`src/rtl/instr_fetch_if.sv`:
```
// Fetch-side bundle: memory request/response channel, decoder instruction
// channel and the redirect sideband. No logic, so no latency and no
// backpressure of its own.
//
// master: the fetch unit (drives requests, instructions)
// slave : the environment (memory + decoder + branch unit)
interface instr_fetch_if;
  // instruction memory request / response
  logic        imem_req_valid;
  logic        imem_req_ready;
  logic [31:0] imem_req_addr;
  logic        imem_resp_valid;
  logic [31:0] imem_resp_data;
  // decoder side
  logic        instr_valid;
  logic        instr_ready;
  logic [31:0] instr;
  logic [31:0] instr_pc;
  // branch/jump redirect
  logic        redirect;
  logic [31:0] redirect_pc;

  modport master (
    output imem_req_valid, imem_req_addr,
    input  imem_req_ready, imem_resp_valid, imem_resp_data,
    output instr_valid, instr, instr_pc,
    input  instr_ready,
    input  redirect, redirect_pc
  );

  modport slave (
    input  imem_req_valid, imem_req_addr,
    output imem_req_ready, imem_resp_valid, imem_resp_data,
    input  instr_valid, instr, instr_pc,
    output instr_ready,
    output redirect, redirect_pc
  );
endinterface

```
`src/rtl/instr_fetch.sv`:
```
// instr_fetch_fifo: generic synchronous FIFO with a flush, head always visible.
// Latency: a pushed entry is visible at the head the cycle after the push.
// Backpressure: pushes into a full FIFO without a same-cycle pop are ignored.
//
// Ports: clk/rst, flush_i (clears contents, wins over push/pop),
//        push_i/push_dat_i, pop_i, head_dat_o, count_o (entries held).
module instr_fetch_fifo #(
  parameter int W     = 64,
  parameter int DEPTH = 2,
  localparam int AW   = (DEPTH > 1) ? $clog2(DEPTH) : 1,
  localparam int CW   = $clog2(DEPTH + 1)
) (
  input  logic          clk,
  input  logic          rst,
  input  logic          flush_i,
  input  logic          push_i,
  input  logic [W-1:0]  push_dat_i,
  input  logic          pop_i,
  output logic [W-1:0]  head_dat_o,
  output logic [CW-1:0] count_o
);
  logic [W-1:0]  mem_q [DEPTH];
  logic [AW-1:0] wr_ptr_q, wr_ptr_d;
  logic [AW-1:0] rd_ptr_q, rd_ptr_d;
  logic [CW-1:0] count_q, count_d;
  logic          do_push, do_pop;

  always_comb begin
    do_pop  = pop_i && (count_q != '0);
    // full + pop + push is fine: the slot being vacated is reused
    do_push = push_i && ((count_q != CW'(DEPTH)) || do_pop);
    wr_ptr_d = wr_ptr_q;
    rd_ptr_d = rd_ptr_q;
    count_d  = count_q;
    if (flush_i) begin
      wr_ptr_d = '0;
      rd_ptr_d = '0;
      count_d  = '0;
    end else begin
      if (do_push) wr_ptr_d = wr_ptr_q + 1'b1;
      if (do_pop)  rd_ptr_d = rd_ptr_q + 1'b1;
      count_d = count_q + CW'(do_push) - CW'(do_pop);
    end
  end

  always_ff @(posedge clk or posedge rst) begin
    if (rst) begin
      wr_ptr_q <= '0;
      rd_ptr_q <= '0;
      count_q  <= '0;
    end else begin
      wr_ptr_q <= wr_ptr_d;
      rd_ptr_q <= rd_ptr_d;
      count_q  <= count_d;
    end
  end

  // storage needs no reset: count_o gates every use of the head
  always_ff @(posedge clk) begin
    if (do_push && !flush_i) mem_q[wr_ptr_q] <= push_dat_i;
  end

  assign head_dat_o = mem_q[rd_ptr_q];
  assign count_o    = count_q;
endmodule

// instr_fetch: PC keeper and instruction-memory fetcher feeding the decoder.
// Latency: request accepted at t -> earliest response t+1 -> instr_valid t+2.
// Backpressure: requests stop once DEPTH words are owed or buffered; a stalled
//               decoder holds instr/instr_pc stable.
//
// Ports: clk, rst (async, active-high); bus (instr_fetch_if.master):
//   imem_req_valid/ready/addr, imem_resp_valid/data  - memory channel
//   instr_valid/ready, instr, instr_pc               - decoder channel
//   redirect, redirect_pc                            - flush + new fetch PC
module instr_fetch #(
  parameter logic [31:0] RESET_PC = 32'h0000_0000,
  parameter int          DEPTH    = 2
) (
  input  logic            clk,
  input  logic            rst,
  instr_fetch_if.master   bus
);
  localparam int          CW  = $clog2(DEPTH + 1);
  localparam logic [31:0] NOP = 32'h0000_0013;

  typedef struct packed {
    logic [31:0] dat;
    logic [31:0] pc;
  } ent_t;

  logic [31:0]   pc_q, pc_d;
  logic [31:0]   resp_pc_q, resp_pc_d;
  logic [CW-1:0] outstanding_q, outstanding_d;
  // responses still owed from before the last redirect; they are discarded
  logic [CW-1:0] drop_q, drop_d;

  logic [CW-1:0] fifo_count;
  ent_t          fifo_head;
  ent_t          fifo_push_dat;
  logic          fifo_push, fifo_pop, fifo_empty;

  logic [CW:0]   credit_used;
  logic [31:0]   redirect_tgt;
  logic          req_vld, req_fire, resp_vld;

  assign redirect_tgt = bus.redirect_pc & ~32'h3;
  assign resp_vld     = bus.imem_resp_valid;

  always_comb begin
    // drop-pending requests will be thrown away, so they hold no slot
    credit_used = {1'b0, outstanding_q} + {1'b0, fifo_count} - {1'b0, drop_q};
    // rst gating keeps the request low while reset is held
    req_vld     = !rst && !bus.redirect && (credit_used < (CW+1)'(DEPTH));
    req_fire    = req_vld && bus.imem_req_ready;
    fifo_empty  = (fifo_count == '0);
    fifo_pop    = !fifo_empty && !bus.redirect && bus.instr_ready;
    fifo_push   = resp_vld && (drop_q == '0) && !bus.redirect;
    fifo_push_dat.dat = bus.imem_resp_data;
    fifo_push_dat.pc  = resp_pc_q;

    pc_d          = pc_q;
    resp_pc_d     = resp_pc_q;
    drop_d        = drop_q;
    outstanding_d = outstanding_q + CW'(req_fire) - CW'(resp_vld);

    if (bus.redirect) begin
      pc_d      = redirect_tgt;
      resp_pc_d = redirect_tgt;
      // everything still in flight is stale, minus one arriving right now
      drop_d    = outstanding_q - CW'(resp_vld);
    end else begin
      if (req_fire)  pc_d      = pc_q + 32'd4;
      if (fifo_push) resp_pc_d = resp_pc_q + 32'd4;
      if (resp_vld && (drop_q != '0)) drop_d = drop_q - 1'b1;
    end
  end

  always_ff @(posedge clk or posedge rst) begin
    if (rst) begin
      pc_q          <= RESET_PC;
      resp_pc_q     <= RESET_PC;
      outstanding_q <= '0;
      drop_q        <= '0;
    end else begin
      pc_q          <= pc_d;
      resp_pc_q     <= resp_pc_d;
      outstanding_q <= outstanding_d;
      drop_q        <= drop_d;
    end
  end

  instr_fetch_fifo #(
    .W     ($bits(ent_t)),
    .DEPTH (DEPTH)
  ) u_fifo (
    .clk        (clk),
    .rst        (rst),
    .flush_i    (bus.redirect),
    .push_i     (fifo_push),
    .push_dat_i (fifo_push_dat),
    .pop_i      (fifo_pop),
    .head_dat_o (fifo_head),
    .count_o    (fifo_count)
  );

  assign bus.imem_req_valid = req_vld;
  assign bus.imem_req_addr  = pc_q;
  assign bus.instr_valid    = !fifo_empty && !bus.redirect;
  assign bus.instr          = fifo_empty ? NOP   : fifo_head.dat;
  assign bus.instr_pc       = fifo_empty ? 32'h0 : fifo_head.pc;

  // the credit rule leaves room for every live response
  a_no_overflow: assert property (@(posedge clk) disable iff (rst)
    !(resp_vld && (drop_q == '0) && (fifo_count == CW'(DEPTH))));
  a_no_spurious_resp: assert property (@(posedge clk) disable iff (rst)
    !(resp_vld && (outstanding_q == '0)));
endmodule

```
`src/flat_wrapper.sv`:
```
// flat-port wrapper written by rule: the top's interface ports become plain ports
module instr_fetch_flat 
#(
  parameter logic [31:0] RESET_PC = 32'h0000_0000,
  parameter int          DEPTH    = 2
)
  (clk, rst, bus_imem_req_valid, bus_imem_req_addr, bus_imem_req_ready, bus_imem_resp_valid, bus_imem_resp_data, bus_instr_valid, bus_instr, bus_instr_pc, bus_instr_ready, bus_redirect, bus_redirect_pc);
  instr_fetch_if bus_i ();
  input  logic clk;
  input  logic rst;
  output wire logic [$bits(bus_i.imem_req_valid)-1:0] bus_imem_req_valid;
  output wire logic [$bits(bus_i.imem_req_addr)-1:0] bus_imem_req_addr;
  input wire logic [$bits(bus_i.imem_req_ready)-1:0] bus_imem_req_ready;
  input wire logic [$bits(bus_i.imem_resp_valid)-1:0] bus_imem_resp_valid;
  input wire logic [$bits(bus_i.imem_resp_data)-1:0] bus_imem_resp_data;
  output wire logic [$bits(bus_i.instr_valid)-1:0] bus_instr_valid;
  output wire logic [$bits(bus_i.instr)-1:0] bus_instr;
  output wire logic [$bits(bus_i.instr_pc)-1:0] bus_instr_pc;
  input wire logic [$bits(bus_i.instr_ready)-1:0] bus_instr_ready;
  input wire logic [$bits(bus_i.redirect)-1:0] bus_redirect;
  input wire logic [$bits(bus_i.redirect_pc)-1:0] bus_redirect_pc;
  assign bus_imem_req_valid = bus_i.imem_req_valid;
  assign bus_imem_req_addr = bus_i.imem_req_addr;
  assign bus_i.imem_req_ready = bus_imem_req_ready;
  assign bus_i.imem_resp_valid = bus_imem_resp_valid;
  assign bus_i.imem_resp_data = bus_imem_resp_data;
  assign bus_instr_valid = bus_i.instr_valid;
  assign bus_instr = bus_i.instr;
  assign bus_instr_pc = bus_i.instr_pc;
  assign bus_i.instr_ready = bus_instr_ready;
  assign bus_i.redirect = bus_redirect;
  assign bus_i.redirect_pc = bus_redirect_pc;
  instr_fetch #(.RESET_PC(RESET_PC), .DEPTH(DEPTH)) u_core (.clk(clk), .rst(rst), .bus(bus_i));
endmodule
```
`config.mk`:
```
export PLATFORM = sky130hd
export DESIGN_NAME = instr_fetch_flat
export DESIGN_NICKNAME = d
export VERILOG_FILES = /design/src/rtl/instr_fetch_if.sv /design/src/rtl/instr_fetch.sv /design/src/flat_wrapper.sv
export SDC_FILE = /design/constraint.sdc
export NUM_CORES = 1
export LEC_CHECK = 0
export BUFFER_PORTS_ARGS = -buffer_cell sky130_fd_sc_hd__buf_2
export CAP_MARGIN = 20
export CORE_MARGIN = 2
export CORE_UTILIZATION = 45
export CTS_BUF_LIST = sky130_fd_sc_hd__clkbuf_8
export CTS_CLUSTER_SIZE = 16
export DETAILED_ROUTE_END_ITERATION = 8
export PLACE_DENSITY = 0.67
export SYNTH_ARGS = -nofsm -noshare
export SYNTH_HDL_FRONTEND = slang
export SYNTH_SLANG_ARGS = --single-unit
```
`constraint.sdc`:
```
create_clock -name clk -period 7.4 [get_ports clk]
set_input_delay 0.37 -clock clk [delete_from_list [all_inputs] [get_ports clk]]
set_output_delay 0.37 -clock clk [all_outputs]
set_load 0.005 [all_outputs]
```
## After elaboration in Yosys (flattened, before gate mapping)

Memory sizes are Yosys's and may differ from the RTL's.
Cells that the tools add are included.
Widths: inputs -> output; s select.

- Register bits: 72
- Memory bits (writable): 128
- Word-level logic and storage cells: 61
- Memories: 1

Memory list:

| name | depth | bits a word | read ports | clocked after Yosys merged registers in | write ports | line | text |
|---|---|---|---|---|---|---|---|
| u_core.u_fifo.mem_q | 2 | 64 | 1 | 0 | 1 | instr_fetch.sv:22 | `logic [W-1:0] mem_q [DEPTH];` |

- Add/sub/neg operators: 12
- Order comparisons: 1
- Equality and inequality tests: 1
- Multiplexer cells: 15
- Reductions and logical operators: 24

Operator list:

| operator | number |
|---|---|
| $mux 32 | 6 |
| $add 32x3->32 const B | 2 |
| $reduce_bool 2->1 | 7 |
| $logic_and 1x1->1 | 11 |
| $mux 1 | 6 |
| $mux 2 | 3 |
| $sub 2x1->2 | 3 |
| $add 2x1->2 | 2 |
| $logic_not 2->1 | 2 |
| $add 2x2->3 | 1 |
| $logic_not 1->1 | 3 |
| $lt 3x2->1 const B | 1 |
| $sub 3x2->3 | 1 |
| $add 1x1->1 const B | 2 |
| $ne 2x2->1 const B | 1 |
| $sub 2x1->2 const B | 1 |
| $logic_or 1x1->1 | 1 |

## Depth between registers and ports, before layout

Gate-level depths: netlist of run 1.

- Depth in word-level cells: 10
- Gate-level depth with buffers: 11

## Modules after synthesis

Synthesis of run 1 repeated with hierarchy kept, for this count alone.

- Cells, all modules: 706
- Area total of the unflattened synthesis: 9,044.9 um^2

Modules (own cells, without submodules):

| module | instances | cells each | area an instance (um^2) | sequential area each (um^2) |
|---|---|---|---|---|
| instr_fetch_fifo | 1 | 221 | 4,874.7 | 3,943.8 |
| instr_fetch | 1 | 485 | 4,170.2 | 1,601.5 |

## Worst setup path before layout of run 1

No wires, ideal clock.

- Path kind: register to register
- Start point: register u_core.drop_q[1]
- End point: memory u_core.u_fifo.mem_q[0][10] (enable)
- Library setup time: 0.482 ns
- Data arrival time: 3.674 ns
- Required time: 6.918 ns
- Slack: 3.244 ns
- Cell stages (with the launch flop): 6
- Cells stage by stage: dfrtp_1 > inv_1 > ha_1 > nand2_1 > a211o_1 > nor2_1

- Word-level cells in the longest chain between the ends: 7

Ends and longest elaborated chain:

| what | line | text |
|---|---|---|
| start, declared | instr_fetch.sv:96 | `logic [CW-1:0] drop_q, drop_d;` |
| start signal, assigned | instr_fetch.sv:149 | `drop_q <= drop_d;` |
| $logic_not 2->1 | instr_fetch.sv:118 | `fifo_push = resp_vld && (drop_q == '0) && !bus.redirect;` |
| $logic_and 1x1->1 (2 in a row) | instr_fetch.sv:118 |  |
| $logic_and 1x1->1 | instr_fetch.sv:31 | `do_push = push_i && ((count_q != CW'(DEPTH)) \|\| do_pop);` |
| $logic_and 1x1->1 | instr_fetch.sv:60 | `if (do_push && !flush_i) mem_q[wr_ptr_q] <= push_dat_i;` |
| $mux 1 | instr_fetch.sv:60 |  |
| $mux 1 (not written as such) | instr_fetch.sv:60 |  |
| end, declared | instr_fetch.sv:22 |  |

Every way passes these cells.

## Final worst setup path of run 1

- Start point: register u_core.u_fifo.count_q[1] (netlist: u_core.u_fifo.count_o[1])
- End point: register u_core.pc_q[17] (netlist: u_core.bus.imem_req_addr[17])

- Word-level cells in the longest chain between the ends: 6

Ends and longest elaborated chain:

| what | line | text |
|---|---|---|
| start, declared | instr_fetch.sv:25 | `logic [CW-1:0] count_q, count_d;` |
| start signal, assigned | instr_fetch.sv:54 | `count_q <= count_d;` |
| $add 2x2->3 | instr_fetch.sv:112 | `credit_used = {1'b0, outstanding_q} + {1'b0, fifo_count} - {1'b0, drop_q};` |
| $sub 3x2->3 | instr_fetch.sv:112 |  |
| $lt 3x2->1 | instr_fetch.sv:114 | `req_vld = !rst && !bus.redirect && (credit_used < (CW+1)'(DEPTH));` |
| $logic_and 1x1->1 | instr_fetch.sv:114 |  |
| $logic_and 1x1->1 | instr_fetch.sv:115 | `req_fire = req_vld && bus.imem_req_ready;` |
| $reduce_bool 2->1 (no source line) | - |  |
| end signal, assigned | instr_fetch.sv:146 | `pc_q <= pc_d;` |
| end, declared | instr_fetch.sv:92 | `logic [31:0] pc_q, pc_d;` |

Every way passes these cells.
A chain may end at the register's enable or synchronous reset.

==> impl_metrics.py, run 1 <==
metrics = {
    "floorplanning": {
        "die_x_um": 142,
        "initial_core_util": 0.459,
        "ioPinCount": 168,
        "core_um2": 18800,
        "die_h_um": 142,
        "core.rowCount": 50,
        "die_area_um2": 20300,
    },
    "power": {
        "p_leak_nw": 3.96,
        "swShare": 0.313,
        "clockPowerShare": 0.244,
        "p_int_mw": 1.85,
        "switching_power_mw": 0.845,
        "worst_ir_drop_vdd_mv": 0.157,
        "combPwrFrac": 0.238,
        "power_density_nw_per_um2": 268,
        "power_frac_seq": 0.518,
    },
    "final_layout": {
        "syn_to_final_growth_pct": 16.8,
        "nets": 921,
        "num_antenna_cells": 0,
        "fillCellCount": 1655,
        "drive_above_1_share": 0.263,
    },
    "cts": {
        "clock_latency_ps": 460,
        "cts_sinks": 192,
        "cts_buffers": 17,
        "postCtsSetupBuffers": 0,
        "postCtsHoldBufs": 1,
        "path_clk_slew_ps": 90,
        "cts_tree": "yes",
        "clock_path_buffers": 2,
        "cts_max_level": 4,
        "clockRootBuffer": "clkbuf_8",
        "post_cts_resized": 0,
    },
    "timing": {
        "slew_violations": 0,
        "fin_worst_skew_ps": 16.3,
        "worstMarginPinSlew_ps": 888,
        "fin_tns_setup_ps": 0,
        "fmax_mhz": 284,
        "fin_crit_sh": 0.475,
        "final_hold_viol_count": 0,
        "timing.hold.ws_ps": 93.3,
        "setup-violations-final": 0,
        "finalCriticalPeriod_ps": 3520,
        "grt_setup_unrepaired": "false",
        "maxSlewHeadroom": 0.407,
    },
    "drt": {
        "vias": 5774,
        "drt-initial-drc-count": 297,
        "drc": 0,
        "firstDrtPassIters": 5,
        "routed_wl_um": 18400,
        "via_per_inst": 5.31,
        "antenna_left": 0,
        "routedWlPerCell_um": 16.9,
    },
    "synth": {
        "synth_area_um2": 8610,
        "synthFlopType": "edfxtp_1",
        "synthArstFlopShare": 0.354,
        "synthCells": 683,
        "ys_warn_count": 0,
        "synth.distinct_cells": 51,
        "synth_seq_cells": 192,
        "synth-edff-count": 124,
        "syn_avg_cell_area_um2": 12.6,
        "yosysSeqAreaShare": 0.630,
    },
    "global_route": {
        "use_met2": 0.276,
        "top_usage_layer": "met2",
        "gr-total-overflow": 0,
        "grt_pass1_vias": 5432,
        "antenna_found_initial": 0,
        "grt_pass1_wl_um": 28700,
        "grt_max_degree": 65,
        "grt_usage": 0.183,
        "use_met1": 0.270,
        "grtUsageMet3": 0.0360,
    },
    "critical_path": {
        "critPathMaxFanout": 31,
        "r2r-start": "u_core.u_fifo.count_o[1]",
        "r2r_end": "u_core.bus.imem_req_addr[17]",
        "reg2reg_depth": 11,
        "critPathRequiredTime_ps": 7770,
        "crit_type": "reg2reg",
        "cp-end-kind": "flip-flop",
        "reg2reg_slack_ps": 3880,
        "cp-endpoint": "u_core.bus.imem_req_addr[17]",
        "start_kind": "flip-flop",
        "startpoint": "u_core.u_fifo.count_o[1]",
        "crit_arrival_ps": 3890,
    },
    "placement": {
        "dp_hpwl_um": 12000,
        "port_buffers": 161,
        "place_congestion": 0.843,
    },
    "min_path": {
        "hp-class": "in2reg",
    },
    "run_status": {
        "run_status": "completed",
    },
    "flow_run": {
        "drv_cap": 0,
    },
}
[cell usage after synthesis (7+ instances only)]
cell type | number | share of area
nand2_1 | 50 | 0.022
and2_1 | 7 | 0.0051
edfxtp_1 | 124 | 0.43
o311ai_0 | 9 | 0.0092
o211ai_1 | 10 | 0.0087
nor2_1 | 84 | 0.037
xnor2_1 | 14 | 0.014
xor2_1 | 28 | 0.028
ha_1 | 8 | 0.012
clkbuf_1 | 18 | 0.0078
a21oi_1 | 9 | 0.0052
mux2_2 | 7 | 0.0092
nand4_1 | 19 | 0.014
dfrtp_1 | 68 | 0.20
inv_1 | 14 | 0.0061
mux2i_1 | 63 | 0.073
o21ai_0 | 43 | 0.025
and3_1 | 7 | 0.0051
nand3_1 | 28 | 0.016
[metrics by stage]
step,instance area [um2],power [mW],utilization,instances,worst slack [ps]
2_1_floorplan,8630,1.80,-,686,3240
3_3_place_gp,9650,2.05,0.514,1053,3670
3_5_place_dp,9650,2.07,0.514,1053,3560
4_1_cts,10000,2.72,0.535,1086,3570
5_1_grt,10100,2.86,0.536,1088,3610
6_report,10100,2.70,0.536,1088,3880
[metal layers]
layer	wire (um)	vias to the layer above
met2	8140	203
met1	8900	2751
li1	-	2806
met5	0	-
met4	191	0
met3	1130	14
[power groups by stage]
stage	clock network [mW]	logic [mW]	registers, mW
after global placement	0	0.616	1.44
after CTS	0.676	0.630	1.42
after global routing	0.720	0.728	1.41
final	0.658	0.642	1.40
after floorplan	0	0.431	1.37
after detailed placement	0	0.629	1.44
[registers in the layout, summed over array words and instances (netlist names)]
name	flops
u_core.u_fifo.rd_ptr_q	1
u_core.drop_q	2
u_core.outstanding_q	2
u_core.u_fifo.wr_ptr_q	1
u_core.u_fifo.mem_q	124
u_core.bus.imem_req_addr	30
u_core.u_fifo.count_o	2
u_core.resp_pc_q	30
[worst min-delay path by stage]
stage | endpoint | startpoint | slack, ps | cells past startpoint
4_1_cts | u_core.u_fifo.mem_q[1][63] | bus_imem_resp_data[31] | 60 | 1
3_5_place_dp | u_core.u_fifo.count_o[0] | rst | 260 | 2
3_3_place_gp | u_core.u_fifo.count_o[0] | rst | 260 | 2
6_report | u_core.u_fifo.mem_q[1][63] | bus_imem_resp_data[31] | 90 | 1
2_1_floorplan | u_core.u_fifo.mem_q[0][31] | u_core.resp_pc_q[31] | 460 | 0
5_1_grt | u_core.u_fifo.mem_q[1][37] | bus_imem_resp_data[5] | 60 | 1
[cell usage in the layout, fill, tap and decap left out, types with 3 or more instances in the layout]
cell and instances:
conb_1 4, clkinv_2 4, buf_4 7, nor3_1 6, nand4_1 19, inv_1 13
o21ai_0 43, mux2_2 7, xor2_1 28, o311ai_0 9, mux2i_1 63, nor2_4 3
clkinv_4 3, and3_1 7, nor2_1 81, a21oi_1 9, xnor2_1 14, nor4_4 5
and4_1 6, and2_1 7, buf_2 161, dfrtp_1 67, edfxtp_1 124, nand2_1 50
o211ai_1 10, clkbuf_8 17, nand3_1 28, nand2b_1 3, ha_1 8
[critical path, stage by stage, from the launching register on]
cell	delay, ps
dfrtp_1	510
fa_1	580
inv_1	50
fa_1	420
xor2_1	180
nand3b_1	130
buf_4	320
inv_2	230
nor2_1	470
buf_4	270
nor3b_1	60
o21ai_0	190
[logic make-up after synthesis]
kind of cell,after synthesis,synth area share
muxes,70,0.0824
xor gates and xnor gates,42,0.0427
and+or+nand+nor,233,0.142
buffers and inverters,49,0.0240
adders and majority gates,10,0.0163
DFF,192,0.630
other,1,0.000435
AOI/OAI and AO/OA,86,0.0623
[area by class of cell]
cell class | count | area (um2) | area share
clock buffers | 17 | 234 | 0.0233
clock inverters | 15 | 144 | 0.0143
repair buffers | 170 | 888 | 0.0883
flip-flops and latches | 192 | 5430 | 0.540
multi-input cells | 445 | 3020 | 0.300
well taps | 234 | 293 | 0.0291
inverters | 15 | 56.3 | 0.00560
Note: power is estimated with default switching activity, not from simulation.
==> run 2, diff against run 1 <==
--- a/config.mk
+++ b/config.mk
@@ -12,7 +12,7 @@
 export CTS_BUF_LIST = sky130_fd_sc_hd__clkbuf_8
 export CTS_CLUSTER_SIZE = 16
 export DETAILED_ROUTE_END_ITERATION = 8
-export PLACE_DENSITY = 0.67
+export PLACE_DENSITY = 0.7
 export SYNTH_ARGS = -nofsm -noshare
 export SYNTH_HDL_FRONTEND = slang
 export SYNTH_SLANG_ARGS = --single-unit
==> constraint.sdc (replaced) <==
create_clock -name clk -period 2.9 [get_ports clk]
set_input_delay 0.145 -clock clk [delete_from_list [all_inputs] [get_ports clk]]
set_output_delay 0.145 -clock clk [all_outputs]
set_load 0.005 [all_outputs]
==> impl_metrics.py, run 2 (same netlist as run 1, synthesis figures left out) <==
metrics = {
    "run_status": {
        "run_status": "completed",
    },
    "flow_run": {
        "drv_cap": 0,
    },
    "critical_path": {
        "crit_family": "adder cells",
        "crit_type": "reg2reg",
        "critPathRequiredTime_ps": 3300,
        "cp-endpoint": "u_core.bus.imem_req_addr[30]",
        "worst_path_most_repeated_cell": "fa_1",
        "reg2reg_depth": 8,
        "crit_arrival_ps": 3190,
        "cp_slowest_cell": "fa_1",
        "critPathMaxFanout": 20,
        "reg2reg_slack_ps": 110,
        "r2r-start": "u_core.u_fifo.count_o[1]",
        "cp-end-kind": "flip-flop",
        "startpoint": "u_core.u_fifo.count_o[1]",
        "cp.depth": 8,
        "cp_cell_sequence": "fa_1, inv_1, fa_1, nor3b_2, nand3b_1, buf_6, or4_1, nand3_1",
        "r2r_end": "u_core.bus.imem_req_addr[30]",
        "worst-path-buf-inv": 2,
        "critPathMaxStageDelay_ps": 540,
        "start_kind": "flip-flop",
    },
    "final_layout": {
        "top_register": "u_core.u_fifo.mem_q",
        "final_core_util": 0.580,
        "drive_above_1_share": 0.256,
        "num_antenna_cells": 0,
        "final_area_um2": 10900,
        "layout_commonest_cell": "buf_2",
        "mostFrequentLayoutCells": "buf_2, edfxtp_1, nor2_1, dfrtp_1",
        "syn_to_final_growth_pct": 26.4,
        "nets": 992,
        "largest_reg_flops": 124,
        "instances_no_fill": 1159,
    },
    "global_route": {
        "antenna_found_initial": 0,
        "gr-total-overflow": 0,
        "grt_pass1_wl_um": 31100,
        "grt_max_degree": 63,
        "grt_pass1_vias": 5956,
        "grt_usage": 0.197,
    },
    "timing": {
        "fin_worst_skew_ps": 16.5,
        "slew_violations": 0,
        "finalCriticalPeriod_ps": 2790,
        "grt_setup_unrepaired": "false",
        "timing.final.ws_setup_ps": 107,
        "fmax_mhz": 358,
        "worstMarginPinSlew_ps": 820,
        "maxSlewHeadroom": 0.453,
        "setup-violations-final": 0,
        "final_hold_viol_count": 0,
        "timing.hold.ws_ps": 110,
        "fin_tns_setup_ps": 0,
        "fin_crit_sh": 0.963,
    },
    "floorplanning": {
        "ioPinCount": 168,
        "initial_core_util": 0.459,
        "die_area_um2": 20300,
        "die_x_um": 142,
        "core_um2": 18800,
        "core.rowCount": 50,
        "die_h_um": 142,
    },
    "placement": {
        "port_buffers": 161,
        "dp_cells": 1064,
        "place_area_um2": 9770,
        "pre_cts_slack_ps": 33.2,
        "place_congestion": 0.874,
        "dp_hpwl_um": 12900,
    },
    "drt": {
        "vias": 6145,
        "via_per_inst": 5.30,
        "firstDrtPassIters": 5,
        "drt-initial-drc-count": 354,
        "drc": 0,
        "routedWlPerCell_um": 16.9,
        "routed_wl_um": 19600,
        "antenna_left": 0,
    },
    "cts": {
        "postCtsSetupBuffers": 0,
        "path_clk_slew_ps": 100,
        "cts_sinks": 192,
        "cts_tree": "yes",
        "cts_buffers": 17,
        "clock_latency_ps": 460,
        "clock_path_buffers": 2,
        "clockRootBuffer": "clkbuf_8",
        "cts_max_level": 4,
    },
    "power": {
        "worst_ir_drop_vdd_mv": 0.345,
        "p_leak_nw": 4.32,
        "power_density_nw_per_um2": 677,
        "fin_total_pwr_mw": 7.37,
    },
    "min_path": {
        "hp-class": "in2reg",
    },
}
[run 2: where the power goes]
part	switching [mW]	internal, mW	total, mW
Clock	0.926	1.11	2.03
Combinational	0.975	0.818	1.79
Sequential	0.301	3.24	3.54
Total	2.20	5.17	7.37
[run 2: metal layers]
layer	vias up	GRT usage	routed length, um
met5	-	0	0
met4	0	0.0490	163
met3	14	0.0461	1270
met2	217	0.309	9090
met1	2966	0.279	9110
li1	2948	-	-
[run 2: repair_timing]
action	in CTS	in global routing
endpoints found under the hold margin	152	0
setup endpoints to repair	0	23
gates resized for setup	0	5
hold buffers	63	0
[run 2: how the worst min path moves through the flow]
stage | start | endpoint | slack, ps | depth (start not counted)
2_1_floorplan | bus_imem_resp_data[0] | u_core.u_fifo.mem_q[0][32] | 240 | 0
3_5_place_dp | rst | u_core.u_fifo.count_o[1] | 310 | 2
4_1_cts | bus_redirect_pc[12] | u_core.resp_pc_q[12] | 70 | 3
3_3_place_gp | rst | u_core.u_fifo.count_o[1] | 300 | 2
6_report | bus_imem_resp_valid | u_core.drop_q[0] | 110 | 3
5_1_grt | bus_redirect_pc[12] | u_core.resp_pc_q[12] | 90 | 3
[run 2: cell type report]
type | instances | area [um2]
clock inverters | 15 | 240
multi-input cells | 445 | 3030
clock buffers | 17 | 234
repair buffers | 241 | 1610
inverters | 15 | 58.8
flip-flops and latches | 192 | 5430
fillers | 1528 | 7880
well taps | 234 | 293
[run 2: worst min-delay path, stage by stage]
cell and delay [ps]:
buf_2 140, ha_1 170, o21ai_0 70
